File: src/rtl/song_pkg.sv
// Shared definitions for the song reader: FSM state encoding, default field
// widths and the slice positions of the {note,duration} ROM word.
package song_pkg;

  localparam int SONG_BITS_DEF = 2;
  localparam int NOTE_BITS_DEF = 5;
  localparam int NOTE_W_DEF    = 6;
  localparam int DUR_W_DEF     = 6;

  // Duration occupies the low bits of the ROM word, pitch sits above it.
  localparam int DUR_LSB  = 0;
  localparam int NOTE_LSB = DUR_LSB + DUR_W_DEF;
  localparam int WORD_W   = NOTE_W_DEF + DUR_W_DEF;

  typedef enum logic [2:0] {
    ST_IDLE    = 3'd0,
    ST_FETCH   = 3'd1,
    ST_WAIT    = 3'd2,
    ST_PLAYING = 3'd3,
    ST_DONE    = 3'd4
  } state_t;

endpackage

File: src/rtl/song_addr_counter.sv
// Song index and note address registers. next_song outranks clear, which
// outranks inc; last flags the final note slot of a song.
module song_addr_counter
  import song_pkg::*;
#(
  parameter int SONG_BITS = SONG_BITS_DEF,
  parameter int NOTE_BITS = NOTE_BITS_DEF
) (
  input  logic                 clk,
  input  logic                 reset,
  input  logic                 clear,
  input  logic                 inc,
  input  logic                 next_song,
  output logic [SONG_BITS-1:0] song,
  output logic [NOTE_BITS-1:0] note_addr,
  output logic                 last
);

  always_ff @(posedge clk) begin
    if (reset) begin
      song      <= '0;
      note_addr <= '0;
    end else begin
      if (next_song) song <= song + 1'b1;
      if (next_song || clear) note_addr <= '0;
      else if (inc)           note_addr <= note_addr + 1'b1;
    end
  end

  assign last = &note_addr;

endmodule

File: src/rtl/song_reader.sv
// Note-fetch sequencer: reads {note,duration} words from a 1-cycle-latency
// song ROM and hands them to the note player one at a time.
// Optional build macro: SONG_LOOP_EN (song repeats instead of ending).
//
// Handshake: new_note is a 1-cycle pulse with note/duration already stable;
// the note player answers with a 1-cycle note_done pulse, after which the next
// word is fetched. There is no backpressure beyond play.
module song_reader
  import song_pkg::*;
#(
  parameter int SONG_BITS = SONG_BITS_DEF,
  parameter int NOTE_BITS = NOTE_BITS_DEF,
  parameter int NOTE_W    = NOTE_W_DEF,
  parameter int DUR_W     = DUR_W_DEF
) (
  input  logic                           clk,
  input  logic                           reset,
  input  logic                           play,
  input  logic                           reset_play,
  input  logic                           NextSong,
  input  logic                           note_done,
  input  logic [NOTE_W+DUR_W-1:0]        rom_data,
  output logic [SONG_BITS+NOTE_BITS-1:0] rom_addr,
  output logic [NOTE_W-1:0]              note,
  output logic [DUR_W-1:0]               duration,
  output logic                           new_note,
  output logic                           song_done,
  output logic [SONG_BITS-1:0]           song,
  output logic [2:0]                     dbg_state
);

  localparam int N_LSB = DUR_LSB + DUR_W;

  state_t                   state, state_nxt;
  logic [NOTE_BITS-1:0]     note_addr;
  logic                     cnt_last;
  logic                     cnt_clear, cnt_inc;
  logic                     load, hold;
  logic                     held;
  logic [NOTE_W+DUR_W-1:0]  hold_word;
  logic [NOTE_W+DUR_W-1:0]  word;
  logic                     restart;
  logic                     done_c;

  song_addr_counter #(
    .SONG_BITS(SONG_BITS),
    .NOTE_BITS(NOTE_BITS)
  ) u_cnt (
    .clk       (clk),
    .reset     (reset),
    .clear     (cnt_clear),
    .inc       (cnt_inc),
    .next_song (NextSong),
    .song      (song),
    .note_addr (note_addr),
    .last      (cnt_last)
  );

  // A word read while paused is parked here until play returns.
  assign word    = held ? hold_word : rom_data;
  assign restart = reset_play | NextSong;

  always_comb begin
    state_nxt = state;
    cnt_clear = 1'b0;
    cnt_inc   = 1'b0;
    load      = 1'b0;
    hold      = 1'b0;
    done_c    = 1'b0;
    case (state)
      ST_IDLE:  if (play) state_nxt = ST_FETCH;
      ST_FETCH: state_nxt = ST_WAIT;
      ST_WAIT: begin
        if (word[DUR_LSB +: DUR_W] == '0) begin
          state_nxt = ST_DONE;
        end else if (play) begin
          load      = 1'b1;
          state_nxt = ST_PLAYING;
        end else if (!held) begin
          hold = 1'b1;
        end
      end
      ST_PLAYING: begin
        if (note_done) begin
          if (cnt_last) begin
            cnt_clear = 1'b1;
            state_nxt = ST_DONE;
          end else begin
            cnt_inc   = 1'b1;
            state_nxt = play ? ST_FETCH : ST_IDLE;
          end
        end
      end
      ST_DONE: begin
        cnt_clear = 1'b1;
`ifdef SONG_LOOP_EN
        state_nxt = ST_FETCH;
`else
        done_c    = 1'b1;
        state_nxt = ST_IDLE;
`endif
      end
      default: state_nxt = ST_IDLE;
    endcase
    // Restart wins over whatever the current state wanted to do.
    if (restart) begin
      state_nxt = ST_IDLE;
      cnt_clear = 1'b1;
      cnt_inc   = 1'b0;
      load      = 1'b0;
      hold      = 1'b0;
      done_c    = 1'b0;
    end
  end

  always_ff @(posedge clk) begin
    if (reset) begin
      state     <= ST_IDLE;
      note      <= '0;
      duration  <= '0;
      new_note  <= 1'b0;
      held      <= 1'b0;
      hold_word <= '0;
    end else begin
      state    <= state_nxt;
      new_note <= load;
      if (load) begin
        note     <= word[N_LSB +: NOTE_W];
        duration <= word[DUR_LSB +: DUR_W];
      end
      if (restart || load) begin
        held <= 1'b0;
      end else if (hold) begin
        held      <= 1'b1;
        hold_word <= rom_data;
      end
    end
  end

  assign rom_addr  = {song, note_addr};
  assign song_done = done_c;
  assign dbg_state = state;

endmodule

File: config.mk
export PLATFORM = sky130hd
export DESIGN_NAME = song_reader
export DESIGN_NICKNAME = d
export VERILOG_FILES = /design/src/rtl/song_pkg.sv /design/src/rtl/song_addr_counter.sv /design/src/rtl/song_reader.sv
export SDC_FILE = /design/constraint.sdc
export NUM_CORES = 1
export LEC_CHECK = 0
export ABC_AREA = 1
export BUFFER_PORTS_ARGS = -buffer_cell sky130_fd_sc_hd__buf_2
export CAP_MARGIN = 20
export CORE_ASPECT_RATIO = 2
export CORE_MARGIN = 2
export CORE_UTILIZATION = 45
export CTS_CLUSTER_DIAMETER = 60
export DETAILED_ROUTE_END_ITERATION = 7
export HOLD_SLACK_MARGIN = 0.05
export PLACE_DENSITY = 0.8
export SYNTH_ARGS = -nofsm -noshare
export SYNTH_HDL_FRONTEND = slang
export SYNTH_SLANG_ARGS = --single-unit
File: constraint.sdc
create_clock -name clk -period 1.6 [get_ports clk]
set_input_delay 0.32 -clock clk [delete_from_list [all_inputs] [get_ports clk]]
set_output_delay 0.32 -clock clk [all_outputs]
set_load 0.03 [all_outputs]
# [Yosys cells after proc, flatten, opt, wreduce, memory -nomap -nowiden]
# Index checks and enable logic that the tools add are counted.
[classes] add_sub_neg=2 eq_ne=7 n_mux=27 n_bitwise=2 n_reduce_logical=10
[ops] op="two-way mux 1 bit" n=19
[ops] op="two-way mux 3 bit" n=5
[ops] op="two-way mux 12 bit" n=1
[ops] op="one-hot mux 3 bit (4 select lines)" n=1
[ops] op="equality test 3 x 2 -> 1 bit, second input constant" n=2
[ops] op="logical NOT 6 bit" n=1
[ops] op="OR reduction 2 bit" n=3
[ops] op="adder 5 x 1 -> 5 bit, second input constant" n=1
[ops] op="AND reduction 5 bit" n=1
[ops] op="inequality test 2 bit, second input constant" n=2
[ops] op="equality test 3 x 1 -> 1 bit, second input constant" n=1
[ops] op="equality test 3 bit, second input constant" n=1
[ops] op="logical NOT 3 bit" n=1
[ops] op="inequality test 3 bit, second input constant" n=1
[ops] op="AND reduction 3 bit" n=1
[ops] op="adder 2 x 1 -> 2 bit, second input constant" n=1
[ops] op="logical OR 1 bit" n=2
[ops] op="one-hot mux 1 bit (2 select lines)" n=1
[ops] op="AND reduction 2 bit" n=1
[ops] op="NOT 1 bit" n=1
[ops] op="OR 1 bit" n=1
[word_totals] ff_bits=36 inputBits=18 out_inout_bits=26 elab_cells=56

# [Longest topological paths before layout]
# Gate-level depths: netlist of the first run.
[logic_depth] depth_word=8 depth_mapped=13 ltp_nobuf=11

# [By module]
# Synthesis of the first run repeated with hierarchy kept, for this count alone.
[hier_totals] hier_cells=265 hier_area_um2=1778.0
[by_module_without_submodules] module="song_reader" instances=1 cells_each=225 area_each_um2=1470.2 seq_area_each_um2=580.6
[by_module_without_submodules] module="song_addr_counter" instances=1 cells_each=40 area_each_um2=307.8 seq_area_each_um2=140.1

# [Worst setup path before layout of the first run]
# OpenSTA, ideal clock, no wires.
[synth_timing] kind="register to register" start="register u_cnt.note_addr[0]" end="register u_cnt.note_addr[3]" setup_ps=136 t_arrival_ps=1563 required_time_ps=1464 path_slack_ps=-99 stages_incl_launch_ff=9 path_buffers=0 period_less_slack_ps=1699 path_cell_list="dfxtp_1 > ha_1 > inv_1 > nor2_1 > ha_1 > nand2_1 > o211ai_1 > o21bai_1 > a21oi_1"
[synth_between] elab_chain_cells=7 elab_cells_between_ends=12 classes_between="add/sub: 1; mux: 8; reduce/logical: 3"
[synth_lines] item="start: declaration" line_no="song_addr_counter.sv:15" rtl="output logic [NOTE_BITS-1:0] note_addr,"
[synth_lines] item="start signal: assignment" line_no="song_addr_counter.sv:26" rtl="else if (inc) note_addr <= note_addr + 1'b1;"
[synth_lines] item="AND reduction 5 bit" line_no="song_addr_counter.sv:30" rtl="assign last = &note_addr;"
[synth_lines] item="two-way mux 1 bit" line_no="song_reader.sv:85" rtl="if (cnt_last) begin"
[synth_lines] item="two-way mux 1 bit" line_no="song_reader.sv:84" rtl="if (note_done) begin"
[synth_lines] item="one-hot mux 1 bit (2 select lines)" line_no="song_reader.sv:70" rtl="case (state)"
[synth_lines] item="two-way mux 1 bit" line_no="song_reader.sv:106" rtl="if (restart) begin"
[synth_lines] item="logical OR 1 bit" line_no="song_addr_counter.sv:25" rtl="if (next_song || clear) note_addr <= '0;"
[synth_lines] item="OR reduction 2 bit (no line)"
# Several ways; a longest one is shown, not always the timed one.
# A chain may end at the register's enable or synchronous reset.

# [Worst setup path in the final report of the first run]
[layout_timing] start="register u_cnt.note_addr[1]" end="register u_cnt.note_addr[3]"
# The elaborated chain is that of the path after synthesis.

==> flow_metrics.tcl, run 1 <==
set metrics [dict create \
    status "finished, final reports clean" \
    leakagePower_nw 1.16 \
    ff2ff_path_depth 10 \
    irDropWorstVdd_mv 0.543 \
    p_total_mw 1.88 \
    synth_area_um2 1800 \
    synth_area_leader_cell "dfxtp_1" \
    drc 0 \
    drive_above_1_share 0.371 \
    period_share 0.947 \
    placed_cells 359 \
    synth_top_area_frac 0.401 \
    synthAdderAreaFrac 0.0139 \
    synth_seq_cells 36 \
    cts_tree "built" \
    synth_seq_area_share 0.401 \
    grt_pass1_vias 1856 \
    async_flop_share 0 \
    syn_to_final_growth_pct 31.6 \
    synthCells 259 \
    worst_pin_slew_ps 494 \
    max_cap_viol_count 0 \
    synth_area_per_cell_um2 6.95 \
    fillers 369 \
    num_vias 1839 \
    final.setup.tns_ps 0 \
    fp.dieH_um 93.4 \
    path_clk_slew_ps 80 \
    grt_pass1_wl_um 7610 \
    layout_setup_ws_ps 85.6 \
    n_antenna_cell 0 \
    finalMaxSlewViolations 0 \
    synth_top_family_by_area "simple AND/OR/NAND/NOR gates" \
    criticalPathCategory "register to register" \
    antenna_found_initial 0 \
    io_pins 44 \
    final_area_um2 2370 \
    cp-endpoint "u_cnt.note_addr[3]" \
    cp-startpoint "u_cnt.note_addr[1]" \
    final_core_util 0.616 \
    final_antenna_net_count 0 \
    period_minus_slack_ps 1510 \
    die_w_um 48.7 \
    synth-simple-area-share 0.367 \
    ys_types 31 \
    drt_first_pass_iters 5 \
    r2r_slack_ps 90 \
    yosysMostFrequentCell "nand2_1" \
    dp_hpwl_um 3240 \
    cts_sinks 36 \
    critPathCaptureType "register" \
    place_area_um2 2150 \
    required_ps 1820 \
    avgViaCountPerCell 4.94 \
    nets 340 \
    cts_root_buf "clkbuf_8" \
    drt_iter0_markers 55 \
    synth_flop_cell "dfxtp_1" \
    arrival_ps 1740 \
    layout.cells.non_filler 372 \
    wl_per_cell_um 12.1 \
    holdWs_ps 316 \
    rows 32 \
    cts_hold_buf 0 \
    r2r_end "u_cnt.note_addr[3]" \
    coreArea_um2 3840 \
    ys_top_cells_by_count "nand2_1 (78), dfxtp_1 (36), nor2_1 (36)" \
    worst_clock_skew_ps 5.20 \
    h-tree-depth 2 \
    track_usage 0.210 \
    numCtsBuffers 5 \
    fmax_mhz 660 \
    relSlewSlack 0.668 \
    synth_edf_count 0 \
    cts.path.max_buffers 2 \
    start_util 0.468 \
    grt_overflow 0 \
    p_per_area_nw_per_um2 792 \
    synth.area.top_cells "dfxtp_1 (40%), nand2_1 (16%), nor2_1 (7.5%)" \
    drt_wl_total_um 4500 \
    synth_compound_area_frac 0.106 \
    cp-start-kind "register" \
    insertion_delay_ps 290 \
    gp_congestion 0.774 \
    muxShareOfSynthArea 0 \
    finalHoldViolations 0 \
    grt_max_degree 25 \
    synth_nets 279 \
    dieArea_um2 4550 \
    finalSetupViolCount 0 \
    yosys_warnings 0 \
    reg2reg_from "u_cnt.note_addr[1]" \
    hold_path.class "input port to register" \
    synth_xor_area_frac 0 \
    dp_slack_ps -33.4 \
    worstPathMaxFanout 6 \
    port_buffers 43 \
]
[worst min path at each step]
stage | start | endpoint | slack, ps | cells after the start
2_1_floorplan | reset | hold_word[6] | 390 | 1
4_1_cts | rom_data[8] | hold_word[8] | 310 | 3
3_3_place_gp | hold_word[7] | hold_word[7] | 450 | 2
5_1_grt | rom_data[2] | hold_word[2] | 320 | 3
6_report | rom_data[8] | hold_word[8] | 320 | 3
3_5_place_dp | hold_word[7] | hold_word[7] | 450 | 2
[state kept, by name, indices dropped and copies added (netlist names)]
name / cells
u_cnt.note_addr: 5
duration: 6
u_cnt.song: 2
hold_word: 12
dbg_state: 3
note: 6
new_note: 1
held: 1
[cells by family after synthesis]
family	count (synthesis)
buf+inv	42
flops	36
compound gates	28
fa+ha+maj	2
simple gates	151
[metal layers]
metal  vias up  global-route usage  wire, um
li1        927                   -         -
met1       846               0.196      1620
met2        56               0.410      2570
met3        10              0.0351       192
met4         0               0.129       114
met5         -                   0         0
[layout by cell type, fill, tap and decap left out, types with 2 or more instances in the layout]
| cell type | synthesis | routed |
|---|---|---|
| a21oi_1 | 9 | 8 |
| a21oi_2 | 9 | 10 |
| buf_12 | 0 | 2 |
| buf_2 | 1 | 42 |
| buf_4 | 3 | 18 |
| buf_6 | 4 | 2 |
| clkbuf_8 | 0 | 5 |
| dfxtp_1 | 36 | 30 |
| dfxtp_2 | 0 | 4 |
| dfxtp_4 | 0 | 2 |
| inv_1 | 29 | 26 |
| inv_2 | 1 | 3 |
| nand2_1 | 78 | 76 |
| nand2_2 | 10 | 11 |
| nand2_4 | 1 | 2 |
| nand3_1 | 16 | 16 |
| nand3_4 | 1 | 2 |
| nor2_1 | 36 | 31 |
| nor2_2 | 1 | 6 |
| nor3_1 | 3 | 2 |
| nor3_2 | 1 | 2 |
| o2111ai_1 | 2 | 2 |
| o21ai_0 | 4 | 3 |
[worst max-delay path, cell delays in order, from the launching register on]
cell and delay [ps]:
dfxtp_4 360, ha_1 170, inv_1 90, nor2_2 50, ha_2 170, inv_2 60, nand4_1 70, buf_4 170
nor2_2 130, o21bai_1 70, a21oi_1 110
[cell type report]
cell class              count  area, um^2  share of cell area
repair buffers             64         408               0.172
flip-flops and latches     36         733               0.310
clock buffers               5        68.8              0.0291
inverters                  31         124              0.0523
clock inverters             3        42.5              0.0180
multi-input cells         182         927               0.392
well taps                  51        63.8              0.0270
[power breakdown]
group,switching (mW),internal [mW],total (mW)
logic,0.106,0.0618,0.168
clock network,0.341,0.461,0.802
registers,0.00576,0.899,0.905
total,0.453,1.42,1.88
[repair_timing]
item | CTS | global route
setup buffers | 2 | 2
resized for setup | 4 | 24
cloned | 0 | 1
setup endpoints to repair | 20 | 32
pin swaps | 2 | 5
(Power assumes the default switching activity.)
==> inputs of run 2 (changes only) <==
--- a/config.mk
+++ b/config.mk
@@ -8,13 +8,16 @@
 export ABC_AREA = 1
 export BUFFER_PORTS_ARGS = -buffer_cell sky130_fd_sc_hd__buf_2
 export CAP_MARGIN = 20
+export CELL_PAD_IN_SITES_DETAIL_PLACEMENT = 1
+export CELL_PAD_IN_SITES_GLOBAL_PLACEMENT = 2
 export CORE_ASPECT_RATIO = 2
 export CORE_MARGIN = 2
-export CORE_UTILIZATION = 45
+export CORE_UTILIZATION = 28
 export CTS_CLUSTER_DIAMETER = 60
 export DETAILED_ROUTE_END_ITERATION = 7
 export HOLD_SLACK_MARGIN = 0.05
-export PLACE_DENSITY = 0.8
+export PLACE_DENSITY = 0.9
 export SYNTH_ARGS = -nofsm -noshare
 export SYNTH_HDL_FRONTEND = slang
+export SYNTH_HIERARCHICAL = 1
 export SYNTH_SLANG_ARGS = --single-unit
==> constraint.sdc (replaced) <==
create_clock -name clk -period 1.6 [get_ports clk]
set_input_delay 0.16 -clock clk [delete_from_list [all_inputs] [get_ports clk]]
set_output_delay 0.16 -clock clk [all_outputs]
set_load 0.03 [all_outputs]
==> flow_metrics.tcl, run 2 <==
set metrics [dict create \
    ys_types 30 \
    hold_end "u_cnt/song[0]" \
    synth_compound_area_frac 0.0859 \
    synth_seq_cells 36 \
    ff2ff_path_depth 8 \
    holdPathStages 2 \
    layout_commonest_cell "nand2_1" \
    drc 0 \
    drive_above_1_share 0.365 \
    coreArea_um2 6210 \
    cts.path.max_buffers 2 \
    synth_area_per_cell_um2 6.71 \
    synthCells 265 \
    synth_area_leader_cell "dfxtp_1" \
    async_flop_share 0 \
    n_antenna_cell 0 \
    drt_first_pass_iters 4 \
    grt_overflow 0 \
    min-delay-start "NextSong" \
    reg2reg_from "u_cnt/note_addr[1]" \
    crit_path_cell_trace "ha_4, and3_4, ha_4, nor4_4, buf_4, inv_1, nand2_1, a21oi_1" \
    io_pins 44 \
    worst_clock_skew_ps 4.17 \
    rsz0062_at_grt "true" \
    worstPathMaxFanout 4 \
    critPathCaptureType "register" \
    wl_per_cell_um 11.6 \
    num_vias 1869 \
    reg_top3 "hold_word x12, duration x6, note x6" \
    syn_to_final_growth_pct 42.1 \
    path_clk_slew_ps 50 \
    antenna_found_initial 0 \
    synth_area_um2 1780 \
    cts_root_buf "clkbuf_16" \
    fmax_mhz 627 \
    fillers 822 \
    criticalPathCategory "register to register" \
    gp_congestion 0.768 \
    crit_path_frequent_cell "ha_4" \
    relSlewSlack 0.787 \
    arrival_ps 1760 \
    mostFrequentLayoutCells "nand2_1 (83), buf_2 (43), nor2_1 (34)" \
    required_ps 1770 \
    port_buffers 43 \
    fp.dieH_um 117 \
    period_minus_slack_ps 1600 \
    yosys_warnings 6 \
    crit_path_max_incr_delay_ps 350 \
    synth.area.top_cells "dfxtp_1 (41%), nand2_1 (18%), nor2_1 (7.8%)" \
    path_delay_family "simple AND/OR/NAND/NOR gates" \
    synth_flop_cell "dfxtp_1" \
    status "finished, final reports clean" \
    crit_buf_inv 2 \
    hold_path.class "input port to register" \
    synth_edf_count 0 \
    leakagePower_nw 1.20 \
    synth-simple-area-share 0.379 \
    drt_wl_total_um 4850 \
    synth_xor_area_frac 0 \
    start_util 0.286 \
    grt_pass1_wl_um 8000 \
    r2r_end "u_cnt/note_addr[1]" \
    finalHoldViolations 0 \
    drt_iter0_markers 45 \
    track_usage 0.146 \
    largest_reg_flops 12 \
    synthAdderAreaFrac 0.0141 \
    cp-start-kind "register" \
    final_antenna_net_count 0 \
    period_share 0.997 \
    nets 353 \
    cts_tree "built" \
    cts_sinks 36 \
    h-tree-depth 2 \
    muxShareOfSynthArea 0 \
    r2r_slack_ps 4 \
    synth_top_family_by_area "simple AND/OR/NAND/NOR gates" \
    avgViaCountPerCell 4.45 \
    holdWs_ps 109 \
    dp_hpwl_um 3610 \
    ys_top_cells_by_count "nand2_1 (86), nor2_1 (37), dfxtp_1 (36)" \
    cts_hold_buf 0 \
    synth_top_area_frac 0.405 \
    irDropWorstVdd_mv 0.496 \
    p_total_mw 2.05 \
    synth_nets 285 \
    finalSetupViolCount 0 \
    die_w_um 60.3 \
    grt_pass1_vias 1797 \
    synth_seq_area_share 0.405 \
    largest_register "hold_word" \
    numCtsBuffers 5 \
    rows 41 \
    dieArea_um2 7040 \
    worst_pin_slew_ps 317 \
    max_cap_viol_count 0 \
    yosysMostFrequentCell "nand2_1" \
    grt_max_degree 26 \
    cpMaxStageDelayCell "dfxtp_4" \
    insertion_delay_ps 280 \
    finalMaxSlewViolations 0 \
    p_per_area_nw_per_um2 811 \
]
[run 2: cell types whose count changed in the layout (fill, tap and decap cells not counted), moves of 5 or more]
cell / previous run / this run
buf_4: 18 / 27
nand2_1: 76 / 83
nand2_2: 11 / 5
a21oi_1: 8 / 13
a21oi_2: 10 / 5
clkbuf_16: 0 / 5
clkbuf_8: 5 / 0
[run 2: per-stage QoR]
| step | util | setup WS [ps] | setup TNS (ps) | cells | instance area [um^2] |
|---|---|---|---|---|---|
| after floorplan | - | 3.31 | 0 | 265 | 1820 |
| after global placement | 0.363 | 33.7 | 0 | 406 | 2250 |
| after detailed placement | 0.363 | -36.7 | -97.5 | 406 | 2250 |
| after CTS | 0.390 | 15.3 | 0 | 415 | 2420 |
| after global routing | 0.407 | -91.5 | -303 | 420 | 2530 |
| final | 0.407 | 4.05 | 0 | 420 | 2530 |
[run 2: final cells by class]
class | instances | area, um^2 | area share
Sequential cell | 36 | 738 | 0.292
Timing Repair Buffer | 71 | 438 | 0.173
Clock buffer | 5 | 125 | 0.0495
Multi-Input combinational cell | 186 | 970 | 0.384
Clock inverter | 3 | 18.8 | 0.00743
Inverter | 33 | 129 | 0.0510
Tap cell | 86 | 108 | 0.0426
[run 2: kinds of logic after synthesis]
logic type,after synthesis
adders and majority gates,2
DFF,36
AOI/OAI and AO/OA,28
buffers and inverters,44
and+or+nand+nor,155
[run 2: timing repair]
| action | in CTS | in global routing |
|---|---|---|
| gates cloned | 0 | 1 |
| endpoints found under the setup margin | 16 | 32 |
| buffers inserted | 1 | 4 |
| pin swaps | 0 | 7 |
| resized for setup | 4 | 16 |
[run 2: worst max-delay path by stage]
stage / start / endpoint / slack [ps] / cells after the start
6_report: u_cnt/note_addr[1] / u_cnt/note_addr[1] / 4 / 8
5_1_grt: dbg_state[2] / u_cnt/note_addr[3] / -90 / 10
3_3_place_gp: u_cnt/note_addr[1] / u_cnt/note_addr[3] / 30 / 10
3_5_place_dp: u_cnt/note_addr[1] / u_cnt/note_addr[3] / -40 / 10
2_1_floorplan: u_cnt/note_addr[1] / u_cnt/note_addr[3] / 3 / 9
4_1_cts: u_cnt/note_addr[1] / u_cnt/note_addr[1] / 20 / 8
[run 2: report_power, final]
group,switching [mW],internal (mW),total (mW)
clock network,0.390,0.574,0.964
logic,0.114,0.0661,0.180
registers,0.00550,0.899,0.905
[run 2: per-layer routing]
layer / GRT usage / share of wire
met5: 0 / 0
met4: 0.0578 / 0.019
met1: 0.187 / 0.45
met2: 0.240 / 0.50
met3: 0.0233 / 0.033
